### src/rtl/apb3_csr_pkg.sv
// Shared definitions for the APB3 CSR bank: transfer phases, saturation limit
// and the word-offset layout of the register map.
package apb3_csr_pkg;

    localparam logic [1:0] PH_IDLE  = 2'd0;
    localparam logic [1:0] PH_VALID = 2'd1;
    localparam logic [1:0] PH_RESP  = 2'd2;

    localparam logic [31:0] SAT_MAX = 32'hFFFF_FFFF;

    // k selects a word inside each block; single-word blocks are addressed with k = 0
    function automatic int rw_idx(input int num_rw, input int k);
        return (k < num_rw) ? k : -1;
    endfunction

    function automatic int irq_st_idx(input int num_rw, input int k);
        return num_rw + k;
    endfunction

    function automatic int irq_en_idx(input int num_rw, input int k);
        return num_rw + 1 + k;
    endfunction

    function automatic int cnt_idx(input int num_rw, input int k);
        return num_rw + 2 + k;
    endfunction

endpackage

### src/rtl/apb3_csr_counter.sv
// 32-bit saturating event counter; a clear coinciding with an increment leaves 1.
module apb3_csr_counter
    import apb3_csr_pkg::*;
(
    input  logic        s_apb3_clk,
    input  logic        s_apb3_rstn,
    input  logic        i_clr,
    input  logic        i_inc,
    output logic [31:0] o_cnt
);

    logic [31:0] r_cnt;

    // Count register: clear has priority, increment stops at the saturation limit
    always_ff @(posedge s_apb3_clk or negedge s_apb3_rstn) begin
        if (!s_apb3_rstn) begin
            r_cnt <= 32'h0000_0000;
        end else if (i_clr) begin
            r_cnt <= i_inc ? 32'h0000_0001 : 32'h0000_0000;
        end else if (i_inc && (r_cnt != SAT_MAX)) begin
            r_cnt <= r_cnt + 32'h0000_0001;
        end
    end

    assign o_cnt = r_cnt;

endmodule

### src/rtl/apb3_csr_bank.sv
// Parametrised APB3 register bank: RW control words, sticky IRQ status/enable
// and saturating event counters behind a one-wait-state APB3 front end.
module apb3_csr_bank
    import apb3_csr_pkg::*;
#(
    parameter int                   ADDR_WTH = 10,
    parameter int                   BASE_IDX = 32'h0000_0080,
    parameter int                   NUM_RW   = 13,
    parameter logic [NUM_RW*32-1:0] RW_RST   = '0,
    parameter int                   NUM_IRQ  = 8,
    parameter int                   NUM_CNT  = 4
)(
    input  logic                                  s_apb3_clk,
    input  logic                                  s_apb3_rstn,
    input  logic [ADDR_WTH-1:0]                   s_apb3_paddr,
    input  logic                                  s_apb3_psel,
    input  logic                                  s_apb3_penable,
    input  logic                                  s_apb3_pwrite,
    input  logic [31:0]                           s_apb3_pwdata,
    output logic [31:0]                           s_apb3_prdata,
    output logic                                  s_apb3_pready,
    output logic                                  s_apb3_pslverror,
    output logic [NUM_RW*32-1:0]                  rw_regs,
    input  logic [NUM_IRQ-1:0]                    irq_evt,
    input  logic [((NUM_CNT > 0) ? NUM_CNT : 1)-1:0] cnt_inc,
    output logic                                  irq
);

    localparam int CNT_W     = (NUM_CNT > 0) ? NUM_CNT : 1;
    localparam int RW_SEL_W  = (NUM_RW > 1) ? $clog2(NUM_RW) : 1;
    localparam int CNT_SEL_W = (NUM_CNT > 1) ? $clog2(NUM_CNT) : 1;

    logic [1:0]          r_state;
    logic [1:0]          w_state_nxt;
    logic                w_capture;
    logic                w_commit;
    logic [ADDR_WTH-3:0] r_idx;
    logic                r_write;
    logic [31:0]         r_wdata;
    logic [31:0]         r_prdata;
    logic                r_pready;
    logic                r_pslverr;
    logic [31:0]         r_rw [NUM_RW];
    logic [NUM_IRQ-1:0]  r_irq_st;
    logic [NUM_IRQ-1:0]  r_irq_en;
    logic                r_irq;
    logic [NUM_IRQ-1:0]  w_w1c;
    logic [31:0]         w_cnt [CNT_W];
    logic [CNT_W-1:0]    w_cnt_clr;
    int                  w_off;
    int                  w_cnt_off;
    logic                w_hit_rw, w_hit_st, w_hit_en, w_hit_cnt, w_err;
    logic [RW_SEL_W-1:0] w_rw_sel;
    logic [CNT_SEL_W-1:0] w_cnt_sel;
    logic [31:0]         w_rdata;
    logic                w_unused;

    // Byte-lane bits never affect a word-wide register bank
    assign w_unused = &{1'b0, s_apb3_paddr[1:0]};

    // Phase register
    always_ff @(posedge s_apb3_clk or negedge s_apb3_rstn) begin
        if (!s_apb3_rstn) begin
            r_state <= PH_IDLE;
        end else begin
            r_state <= w_state_nxt;
        end
    end

    // Phase sequencing: once a setup is seen the transfer runs to completion
    always_comb begin
        w_state_nxt = r_state;
        case (r_state)
            PH_IDLE: begin
                if (s_apb3_psel && !s_apb3_penable) w_state_nxt = PH_VALID;
                else                                w_state_nxt = PH_IDLE;
            end
            PH_VALID: w_state_nxt = PH_RESP;
            PH_RESP:  w_state_nxt = PH_IDLE;
            default:  w_state_nxt = PH_IDLE;
        endcase
    end

    // Phase-derived strobes
    always_comb begin
        w_capture = 1'b0;
        w_commit  = 1'b0;
        case (r_state)
            PH_IDLE:  w_capture = s_apb3_psel & ~s_apb3_penable;
            PH_VALID: w_commit  = 1'b1;
            default: begin
                w_capture = 1'b0;
                w_commit  = 1'b0;
            end
        endcase
    end

    // Setup capture of index, direction and data
    always_ff @(posedge s_apb3_clk or negedge s_apb3_rstn) begin
        if (!s_apb3_rstn) begin
            r_idx   <= '0;
            r_write <= 1'b0;
            r_wdata <= 32'h0000_0000;
        end else if (w_capture) begin
            r_idx   <= s_apb3_paddr[ADDR_WTH-1:2];
            r_write <= s_apb3_pwrite;
            r_wdata <= s_apb3_pwdata;
        end
    end

    // Address decode relative to BASE_IDX
    always_comb begin
        w_off     = int'(r_idx) - BASE_IDX;
        w_cnt_off = w_off - cnt_idx(NUM_RW, 0);
        w_hit_rw  = 1'b0;
        w_hit_st  = 1'b0;
        w_hit_en  = 1'b0;
        w_hit_cnt = 1'b0;
        w_err     = 1'b0;
        if ((w_off >= rw_idx(NUM_RW, 0)) && (w_off < irq_st_idx(NUM_RW, 0))) w_hit_rw = 1'b1;
        else if (w_off == irq_st_idx(NUM_RW, 0))                               w_hit_st = 1'b1;
        else if (w_off == irq_en_idx(NUM_RW, 0))                               w_hit_en = 1'b1;
        else if ((w_off >= cnt_idx(NUM_RW, 0)) && (w_off < cnt_idx(NUM_RW, NUM_CNT))) w_hit_cnt = 1'b1;
        else                                                                   w_err = 1'b1;
        w_rw_sel  = w_off[RW_SEL_W-1:0];
        w_cnt_sel = w_cnt_off[CNT_SEL_W-1:0];
    end

    // Read mux; unused IRQ bits and unmapped words read as zero
    always_comb begin
        w_rdata = 32'h0000_0000;
        if (w_hit_rw)       w_rdata = r_rw[w_rw_sel];
        else if (w_hit_st)  w_rdata[NUM_IRQ-1:0] = r_irq_st;
        else if (w_hit_en)  w_rdata[NUM_IRQ-1:0] = r_irq_en;
        else if (w_hit_cnt) w_rdata = w_cnt[w_cnt_sel];
        else                w_rdata = 32'h0000_0000;
    end

    // Response registers: data sampled at the end of the valid cycle
    always_ff @(posedge s_apb3_clk or negedge s_apb3_rstn) begin
        if (!s_apb3_rstn) begin
            r_prdata  <= 32'h0000_0000;
            r_pready  <= 1'b0;
            r_pslverr <= 1'b0;
        end else begin
            r_pready <= w_commit;
            if (w_commit) begin
                r_prdata  <= w_rdata;
                r_pslverr <= w_err;
            end
        end
    end

    // RW register array
    always_ff @(posedge s_apb3_clk or negedge s_apb3_rstn) begin
        if (!s_apb3_rstn) begin
            for (int i = 0; i < NUM_RW; i++) r_rw[i] <= RW_RST[32*i +: 32];
        end else if (w_commit && r_write && w_hit_rw) begin
            r_rw[w_rw_sel] <= r_wdata;
        end
    end

    for (genvar g = 0; g < NUM_RW; g++) begin : g_rw_out
        assign rw_regs[32*g +: 32] = r_rw[g];
    end

    assign w_w1c = (w_commit && r_write && w_hit_st) ? r_wdata[NUM_IRQ-1:0] : '0;

    // Sticky status (set beats clear), enable mask and registered interrupt line
    always_ff @(posedge s_apb3_clk or negedge s_apb3_rstn) begin
        if (!s_apb3_rstn) begin
            r_irq_st <= '0;
            r_irq_en <= '0;
            r_irq    <= 1'b0;
        end else begin
            r_irq_st <= (r_irq_st & ~w_w1c) | irq_evt;
            r_irq    <= |(r_irq_st & r_irq_en);
            if (w_commit && r_write && w_hit_en) r_irq_en <= r_wdata[NUM_IRQ-1:0];
        end
    end

    // One-hot clear strobe for the addressed counter
    always_comb begin
        w_cnt_clr = '0;
        if (w_commit && r_write && w_hit_cnt) w_cnt_clr[w_cnt_sel] = 1'b1;
        else                                  w_cnt_clr = '0;
    end

    for (genvar k = 0; k < NUM_CNT; k++) begin : g_cnt
        apb3_csr_counter u_cnt (
            .s_apb3_clk  (s_apb3_clk),
            .s_apb3_rstn (s_apb3_rstn),
            .i_clr       (w_cnt_clr[k]),
            .i_inc       (cnt_inc[k]),
            .o_cnt       (w_cnt[k])
        );
    end

    if (NUM_CNT == 0) begin : g_no_cnt
        assign w_cnt[0] = 32'h0000_0000;
    end

    assign s_apb3_prdata    = r_prdata;
    assign s_apb3_pready    = r_pready;
    assign s_apb3_pslverror = r_pslverr;
    assign irq              = r_irq;

endmodule
### config.mk
export PLATFORM = sky130hd
export DESIGN_NAME = apb3_csr_bank
export DESIGN_NICKNAME = d
export VERILOG_FILES = /design/src/rtl/apb3_csr_pkg.sv /design/src/rtl/apb3_csr_counter.sv /design/src/rtl/apb3_csr_bank.sv
export SDC_FILE = /design/constraint.sdc
export NUM_CORES = 1
export LEC_CHECK = 0
export CAP_MARGIN = 20
export CORE_MARGIN = 5
export CORE_UTILIZATION = 56
export CTS_BUF_LIST = sky130_fd_sc_hd__clkbuf_4 sky130_fd_sc_hd__clkbuf_8
export CTS_CLUSTER_SIZE = 28
export DETAILED_ROUTE_END_ITERATION = 12
export HOLD_SLACK_MARGIN = 0.08
export MAX_ROUTING_LAYER = met4
export PLACE_DENSITY_LB_ADDON = 0.2
export SYNTH_ARGS = -nofsm -noshare
export SYNTH_HDL_FRONTEND = slang
export SYNTH_SLANG_ARGS = --single-unit
### constraint.sdc
create_clock -name s_apb3_clk -period 3.8 [get_ports s_apb3_clk]
set_input_delay 0.38 -clock s_apb3_clk [delete_from_list [all_inputs] [get_ports s_apb3_clk]]
set_output_delay 0.38 -clock s_apb3_clk [all_outputs]
set_load 0.02 [all_outputs]
==> reports/results.txt <==
status = finished clean
gpl congestion = 0.988
drt wl/cell = 29.7 um
worst path arrival time = 3600 ps
dominant synthesized flop cell = dfrtp_1
number of vias per cell = 6.58
final setup fails = 0
Synth Warn # = 0
worst min path class = in -> async
PnR Total Power = 0.0176 W
CTS tree = done
most frequent cells in the layout = 634 x dfrtp_1, 506 x clkdlybuf4s50_1, 482 x mux2_2
worst-case clock buffer depth = 3
final net count = 2,995
crit path capture type = flip-flop
1st-pass router iterations = 6
FF-to-FF End = rw_regs[259]
Initial DRC Count = 2,387
area grow syn2layout = 26.7%
reg2reg start = r_idx[6]
largest net degree at the start of global routing = 103
sequential-to-total area share from yosys stat = 51.9%
CP startpoint kind = flip-flop
met2 Use GR = 56.7%
Distinct cells, synth = 77
CTS Buf Count = 104
die outline area = 0.0596 sq mm
Most Crowded Layer GR = met2
Gate Count Post-Synth = 2,430
Post-Route Utilization = 72.0%
syn_nets = 2,498
Post-Route WL = 111,000 um
die span in y = 244 um
worst-path fanout max = 18
reg-to-reg slack, setup = 800 ps
fin crit period = 3000 ps
H-tree depth reported by CTS = 3
Filler Cell Count = 3,772
Place WS = 812 ps
Post-CTS Hold Fix Bufs = 1
Static Leak = 17.1 nW
Initial Util = 56.8%
R2R cell count = 7
Worst-Skew Late Latency = 730 ps
highest clock rate = 333 MHz
slack of the critical path = 798 ps
Synth Register Bits = 637
total gr overflow = 0
Root Buffer = clkbuf_8
core area = 0.0540 sq mm
IO Count = 510
vias = 24,500
Power Density = 452 mW/mm^2
worst setup path startpoint = r_idx[6]
Cell Area, Synth = 0.0307 sq mm
met3 Track Usage GR = 9.89%
vias in the first global route = 24,300
area share of the largest cell type after synthesis = 51.9%
syn avg cell area = 12.6 sq um
required time of the critical path = 4400 ps
CTS clk-pin slew, worst paths = 60 ps
Critical Setup Path Class = reg -> reg
Least-Margin Pin Slew = 1010 ps
setup TNS = 0 ps
IO buf count = 507
number of remaining DRC errors = 0
worst clock skew = 40.0 ps
VDD IR-drop max = 0.386 mV
Die X = 244 um
RSZ-0062 raised after global routing = no
MaxCap Viol Count = 0
fraction of registers with async set/reset = 100%
Final period util = 79.0%
post-CTS setup buffer count = 0
initial antenna violation count = 5
first-pass GRT wire length = 163,000 um
layout cells sized above 1 = 29.5%
dominant cells by area after synthesis = dfrtp_1 52%, mux2_2 18%, mux4_2 7.4%, a21oi_1 1.8%, nand2_1 1.6%
Max-slew headroom = 32.4%
commonest non-fill, non-tap cell in the layout = dfrtp_1
Synth area leader = dfrtp_1
clk sinks = 637
post-cts gate resize count = 0
dpl hpwl = 77,800 um
post-route ant nets = 0
Slew Viols, Final = 0
GRT Total Usage = 37.4%
Fin. Hold Viols = 0
num rows = 85
met1 GRT Util = 47.2%
EDFF count, synth = 0
[critical path, cell delays in order (launching register included)]
cell     delay [ps]
dfrtp_1         410
nor4b_2         280
buf_4           180
nand2_1         110
nor3_1          530
nand2_2         650
buf_4           440
mux2_2          290
[cell usage after synthesis (32+ instances only)]
library cell and n:
o21ai_0 82, nand2_1 134, and3_1 33, a21oi_1 109
mux4_2 101, nand4_1 34, a22oi_1 33, buf_2 44
dfrtp_1 637, nor2_1 91, nand3_1 75, buf_1 38
xnor2_1 32, or3_1 52, clkbuf_1 92, mux2_2 482
[metrics by stage]
step           instances  cell area (sq um)  hold WS, ps
4_1_cts             3711              38900          217
6_report            3716              38900          225
5_1_grt             3715              38900          222
3_3_place_gp        3516              36500          401
3_5_place_dp        3516              36500          407
2_1_floorplan       2430              30700         84.4
[flip-flops by register name, summed over array words and instances, names as in the netlist]
signal,count
g_cnt.u_cnt.o_cnt,128
irq,1
r_idx,8
r_irq_en,8
r_irq_st,8
r_state,1
r_wdata,32
r_write,1
rw_regs,416
s_apb3_prdata,32
s_apb3_pready,1
s_apb3_pslverror,1
[cells by family (layout without fill, tap and decap cells)]
family                     after synthesis  in the layout  share of synthesized area (%)
xor gates and xnor gates                41             41                           1.17
buffers and inverters                  210            795                           2.89
AOI/OAI and AO/OA                      406            406                           8.92
adders and majority gates                9              9                          0.367
and+or+nand+nor                        532            532                           9.23
other                                    0              5                              0
muxes                                  595            595                           25.5
DFF                                    637            637                           51.9
[layout make-up]
| class | instances | area (sq um) | share of cell area (%) |
|---|---|---|---|
| multi-input cells | 1583 | 13900 | 35.8 |
| clock inverters | 25 | 175 | 0.450 |
| flip-flops and latches | 637 | 15900 | 41.0 |
| well taps | 696 | 871 | 2.24 |
| diodes | 5 | 12.5 | 0.0322 |
| repair buffers | 574 | 5710 | 14.7 |
| clock buffers | 169 | 2160 | 5.54 |
| inverters | 27 | 103 | 0.264 |
[metal layers]
metal | share of wire [%] | up-vias | wire length [um]
met3 | 9.6 | 323 | 10600
met4 | 6.1 | 0 | 6690
met5 | 0 | - | 0
met2 | 46 | 1323 | 51200
met1 | 38 | 12600 | 42000
li1 | - | 10200 | -
[report_power, final]
part | switching, W | internal, W
Combinational | 0.00172 | 0.00129
Clock | 0.00289 | 0.00367
Sequential | 0.000789 | 0.00721
Total | 0.00540 | 0.0122
[worst max path at each step]
stage	end	slack [ps]
after floorplan	g_cnt[3].u_cnt.o_cnt[3]	860
after global placement	rw_regs[256]	930
after detailed placement	rw_regs[256]	810
after CTS	rw_regs[259]	890
after global routing	rw_regs[259]	670
final	rw_regs[259]	800
No activity file was read; power rests on OpenSTA's default activity.
==> variant 1: new RTL, same settings <==
The parameter `NUM_RW` goes from 13 to 12.
--- a/src/rtl/apb3_csr_bank.sv
+++ b/src/rtl/apb3_csr_bank.sv
@@ -7,3 +7,3 @@
     parameter int                   BASE_IDX = 32'h0000_0080,
-    parameter int                   NUM_RW   = 13,
+    parameter int                   NUM_RW   = 12,
     parameter logic [NUM_RW*32-1:0] RW_RST   = '0,
Interface: changed (resized rw_regs); port bits go from 510 to 478. No check against the original RTL was run, so the function may have changed too.
==> variant 1 against the original RTL <==
- worst setup slack worse by 80 ps
- cell area down 4.8%
- die area down 4.9%
- critical endpoint is now rw_regs[4]
- sequential cell count down 32
- utilization about the same
- power down 5.6%
- routed wire length down 11%
- synthesized cell count down 5.8%
- synthesized area down 5.1%
==> variant 1: results (changes against the original RTL) <==
- Largest net degree at the start of global routing: 104 (was 103)
- Max Fanout on Critical Path: 19 (was 18)
- DPL Wire Length: 68900 um (was 77800 um)
- Post-Route WL: 98500 um (was 111000 um)
- GRT Total Usage: 0.352 (was 0.374)
- CTS Buf Count: 99 (was 104)
- Synthesized instance count: 2290 (was 2430)
- Met2 WL: 46900 um (was 51200 um)
- Met1 usage: 0.461 (was 0.472)
- Worst r2r src: r_idx[4] (was r_idx[6])
- Worst hold slack: 249 ps (was 225 ps)
- GRT met3 Usage: 0.0911 (was 0.0989)
- Reg2reg path depth: 6 (was 7)
- Port Buf Inserts: 475 (was 507)
- Capturing point of the worst reg2reg path: rw_regs[4] (was rw_regs[259])
- Mapped Nets: 2353 (was 2498)
- Largest register FFs: 384 (was 416)
- Seq/Total Area, Yosys: 0.520 (was 0.519)
- Global Route met2 Usage: 0.545 (was 0.567)
- Critical path arrival: 3650 ps (was 3600 ps)
- Synth top area cells: dfrtp_1 52%, mux2_2 17%, mux4_2 9.9% (was dfrtp_1 52%, mux2_2 18%, mux4_2 7.4%)
- Synth top cells by count: 605 x dfrtp_1, 429 x mux2_2, 155 x nand2_1 (was 637 x dfrtp_1, 482 x mux2_2, 134 x nand2_1)
- Status: finished, final reports clean (unchanged)
- Slew HR: 0.359 (was 0.324)
- Hold Path Class: primary input to register (was primary input to async pin)
- Met3 WL: 9450 um (was 10600 um)
- DRT iter0 DRCs: 1947 (was 2387)
- Area after DPL: 34800 sq um (was 36500 sq um)
- Nets: 2826 (was 2995)
- Share of cells above drive strength 1: 0.300 (was 0.295)
- Clk_lat worst skew: 710 ps (was 730 ps)
- First-pass GRT wire length: 148000 um (was 163000 um)
-- variant 1: area by class of cell --
| class | count | area, sq um |
|---|---|---|
| Inverter | 22 | 82.6 |
| Sequential cell | 605 | 15100 |
| Antenna cell | 8 | 20.0 |
| Clock inverter | 22 | 196 |
| Multi-Input combinational cell | 1491 | 13300 |
| Tap cell | 680 | 851 |
| Clock buffer | 157 | 2030 |
| Timing Repair Buffer | 544 | 5430 |
| Fill cell | 3462 | 14400 |
-- variant 1: how the worst max path moves through the flow --
stage                         from                        to  slack, ps
after CTS                 r_idx[4]                rw_regs[4]        800
after floorplan           r_idx[6]               r_irq_en[0]       1540
after detailed placement  r_idx[4]                rw_regs[4]        810
after global routing      r_idx[4]                rw_regs[4]        660
final                     r_idx[4]                rw_regs[4]        720
after global placement    r_idx[0]  g_cnt[0].u_cnt.o_cnt[26]        940
-- variant 1: report_power, final --
part,internal (W),switching [W]
Sequential,0.00687,0.000822
Clock,0.00353,0.00273
Combinational,0.00121,0.00141
-- variant 1: stage by stage --
step	worst slack, ps	power [W]
after floorplan	1540	0.00908
after global placement	942	0.0103
after detailed placement	809	0.0104
after CTS	799	0.0166
after global routing	663	0.0172
final	718	0.0166
-- variant 1: repair_timing --
action,in CTS,in global routing
hold buffers,1,0
hold endpoints to repair,85,0
gates resized for setup,0,0
-- variant 1: cells by family after synthesis --
family | after synthesis | share of synthesized area
AOI/OAI and AO/OA | 329 | 0.0714
xor gates and xnor gates | 50 | 0.0150
and+or+nand+nor | 543 | 0.0972
adders and majority gates | 4 | 0.00172
muxes | 565 | 0.268
buffers and inverters | 194 | 0.0272
DFF | 605 | 0.520
-- variant 1: worst max-delay path, stage by stage, from the launching register on --
cell     delay (ps)
dfrtp_1         480
nor4b_1         600
nand2_1         300
nor2_1          320
nand3_2         540
buf_12          400
mux2_2          300
==> variant 2: new RTL, same settings <==
Made on the original files. Register the input `irq_evt` before use, with the module's reset. The logic sees it one clock later. The other inputs are not delayed to match.
--- a/src/rtl/apb3_csr_bank.sv
+++ b/src/rtl/apb3_csr_bank.sv
@@ -32,2 +32,12 @@
 
+    logic [NUM_IRQ-1:0] irq_evt_q;
+
+    always_ff @(posedge s_apb3_clk or negedge s_apb3_rstn) begin
+        if (!s_apb3_rstn) begin
+            irq_evt_q <= '0;
+        end else begin
+            irq_evt_q <= irq_evt;
+        end
+    end
+
     logic [1:0]          r_state;
@@ -175,3 +185,3 @@
         end else begin
-            r_irq_st <= (r_irq_st & ~w_w1c) | irq_evt;
+            r_irq_st <= (r_irq_st & ~w_w1c) | irq_evt_q;
             r_irq    <= |(r_irq_st & r_irq_en);
Formal check against the unedited RTL: not equivalent (a bounded check fails within 4 cycles, from zero or initial values and one cycle with s_apb3_rstn low).
==> variant 2 against the original RTL <==
- cell area increased by 0.85%
- synthesized area increased by 1.0%
- count of clock-buffer cells in the layout increased by 6
- die area increased by 0.96%
- routed wire length increased by 2.7%
- power increased by 1.6%
- global-route usage increased by 0.88 points
- clock skew increased by 9.4 ps
- worst setup slack got worse by 180 ps
- sequential cell count increased by 8
- synthesized cell count increased by 1.4%
- critical endpoint is now g_cnt[3].u_cnt.o_cnt[19]
- largest cell class unchanged
==> variant 2: results (changes against the original RTL) <==
- Status: finished, final reports clean (unchanged)
- CP top delay family: simple AND/OR/NAND/NOR gates (unchanged)
- CTS Buf Count: 107 (was 104)
- Static Leakage: 17.4 nW (was 17.1 nW)
- CTS max path bufs: 3 (unchanged)
- Cts repair resizes: 0 (unchanged)
- Post-CTS Hold Buffers: 6 (was 1)
- Synth top area cells: dfrtp_1 52%, mux2_2 16%, mux4_2 7.6% (was dfrtp_1 52%, mux2_2 18%, mux4_2 7.4%)
- GRT Total Usage: 0.383 (was 0.374)
- Post-Route WL: 113000 um (was 111000 um)
- Max Fanout on Critical Path: 22 (was 18)
- Root Buffer: clkbuf_8 (unchanged)
- Clock Skews: 49.3 ps (was 40.0 ps)
- Critical path arrival: 3780 ps (was 3600 ps)
- Post-synth ARST share: 1.00 (unchanged)
- Post-CTS setup buffers: 0 (unchanged)
- Vias in the first global route: 25282 (was 24293)
- Adder-cell area share of the yosys netlist: 0.00363 (was 0.00367)
- Max VDD drop: 360 uV (was 386 uV)
- Placer Congestion: 0.973 (was 0.988)
- Post-synthesis cell type count: 70 (was 77)
- Via density per instance: 6.55 (was 6.58)
- Seq/Total Area, Yosys: 0.521 (was 0.519)
- First-pass GRT wire length: 168000 um (was 163000 um)
- Largest register FFs: 416 (unchanged)
- Met1 usage: 0.492 (was 0.472)
- Post-synth EDFFs: 0 (unchanged)
- Share of cells above drive strength 1: 0.288 (was 0.295)
- Worst-path clk slew: 60 ps (about the same)
- Post-route ant nets: 0 (unchanged)
- Max incr delay on CP: 700 ps (was 650 ps)
- Initial antenna violation count: 7 (was 5)
- Synth top cells by count: 645 x dfrtp_1, 453 x mux2_2, 167 x a21oi_1 (was 637 x dfrtp_1, 482 x mux2_2, 134 x nand2_1)
- YS warnings: 0 (unchanged)
- Slew @ Worst Pin: 1040 ps (was 1010 ps)
- Nets: 3026 (was 2995)
- Mux share of post-synthesis cell area: 0.256 (was 0.255)
- XOR/XNOR Fraction of Synth Area: 0.00537 (was 0.0117)
- Global Route met2 Usage: 0.581 (was 0.567)
- Clk_lat worst skew: between 700 and 800 ps
- DRT iter0 DRCs: 2368 (was 2387)
- Post-synthesis compound-gate area fraction: 0.0909 (was 0.0892)
- H-tree Lvls: 3 (unchanged)
- DRT Pass-1 Iters: 5 (was 6)
- GRT met3 Usage: 0.114 (was 0.0989)
- DPL Wire Length: 77600 um (was 77800 um)
- Slowest-stage cell, CP: o2111a_1 (was nand2_2)
- Hold Path Class: primary input to register (was primary input to async pin)
- Fillers: 3881 (was 3772)
- Largest net degree at the start of global routing: 111 (was 103)
- Port Buf Inserts: 507 (unchanged)
variant 2: cell type report:
| type | count | share of cell area |
|---|---|---|
| inverters | 22 | 0.00210 |
| multi-input cells | 1610 | 0.357 |
| clock buffers | 175 | 0.0541 |
| clock inverters | 14 | 0.00453 |
| repair buffers | 572 | 0.146 |
| well taps | 748 | 0.0239 |
| flip-flops and latches | 645 | 0.412 |
| diodes | 7 | 0.000446 |
variant 2: where the power goes:
part           internal, W  switching [W]
combinational      0.00136        0.00179
clock              0.00372        0.00288
sequential         0.00731       0.000798
variant 2: final timing paths:
kind,start,to,slack (ps),cells after the start
max,r_idx[0],g_cnt[3].u_cnt.o_cnt[19],620,7
min,irq_evt[4],irq_evt_q[4],130,1
max reg2reg,r_idx[0],g_cnt[3].u_cnt.o_cnt[19],620,7
min reg2reg,irq_evt_q[1],r_irq_st[1],430,1
max in group asynchronous,s_apb3_rstn,r_wdata[14],2450,3
min in group asynchronous,s_apb3_rstn,g_cnt[0].u_cnt.o_cnt[0],270,2
variant 2: stage by stage:
stage / utilization / setup slack (ps) / instance area, sq um / std cells
2_1_floorplan: - / 603 / 31000 / 2465
3_3_place_gp: 0.670 / 728 / 36900 / 3590
3_5_place_dp: 0.670 / 643 / 36900 / 3591
4_1_cts: 0.713 / 650 / 39200 / 3786
5_1_grt: 0.714 / 371 / 39200 / 3793
6_report: 0.714 / 616 / 39200 / 3793
variant 2: kinds of logic after synthesis:
logic type / after synthesis
compound gates: 440
fa+ha+maj: 9
mux: 591
flops: 645
buf+inv: 210
xor+xnor: 19
simple gates: 551
variant 2: routing by layer:
metal | wire length (um) | vias up
met1 | 42700 | 12953
met2 | 53200 | 1329
met5 | 0 | -
met3 | 11900 | 277
li1 | - | 10302
met4 | 5610 | 0
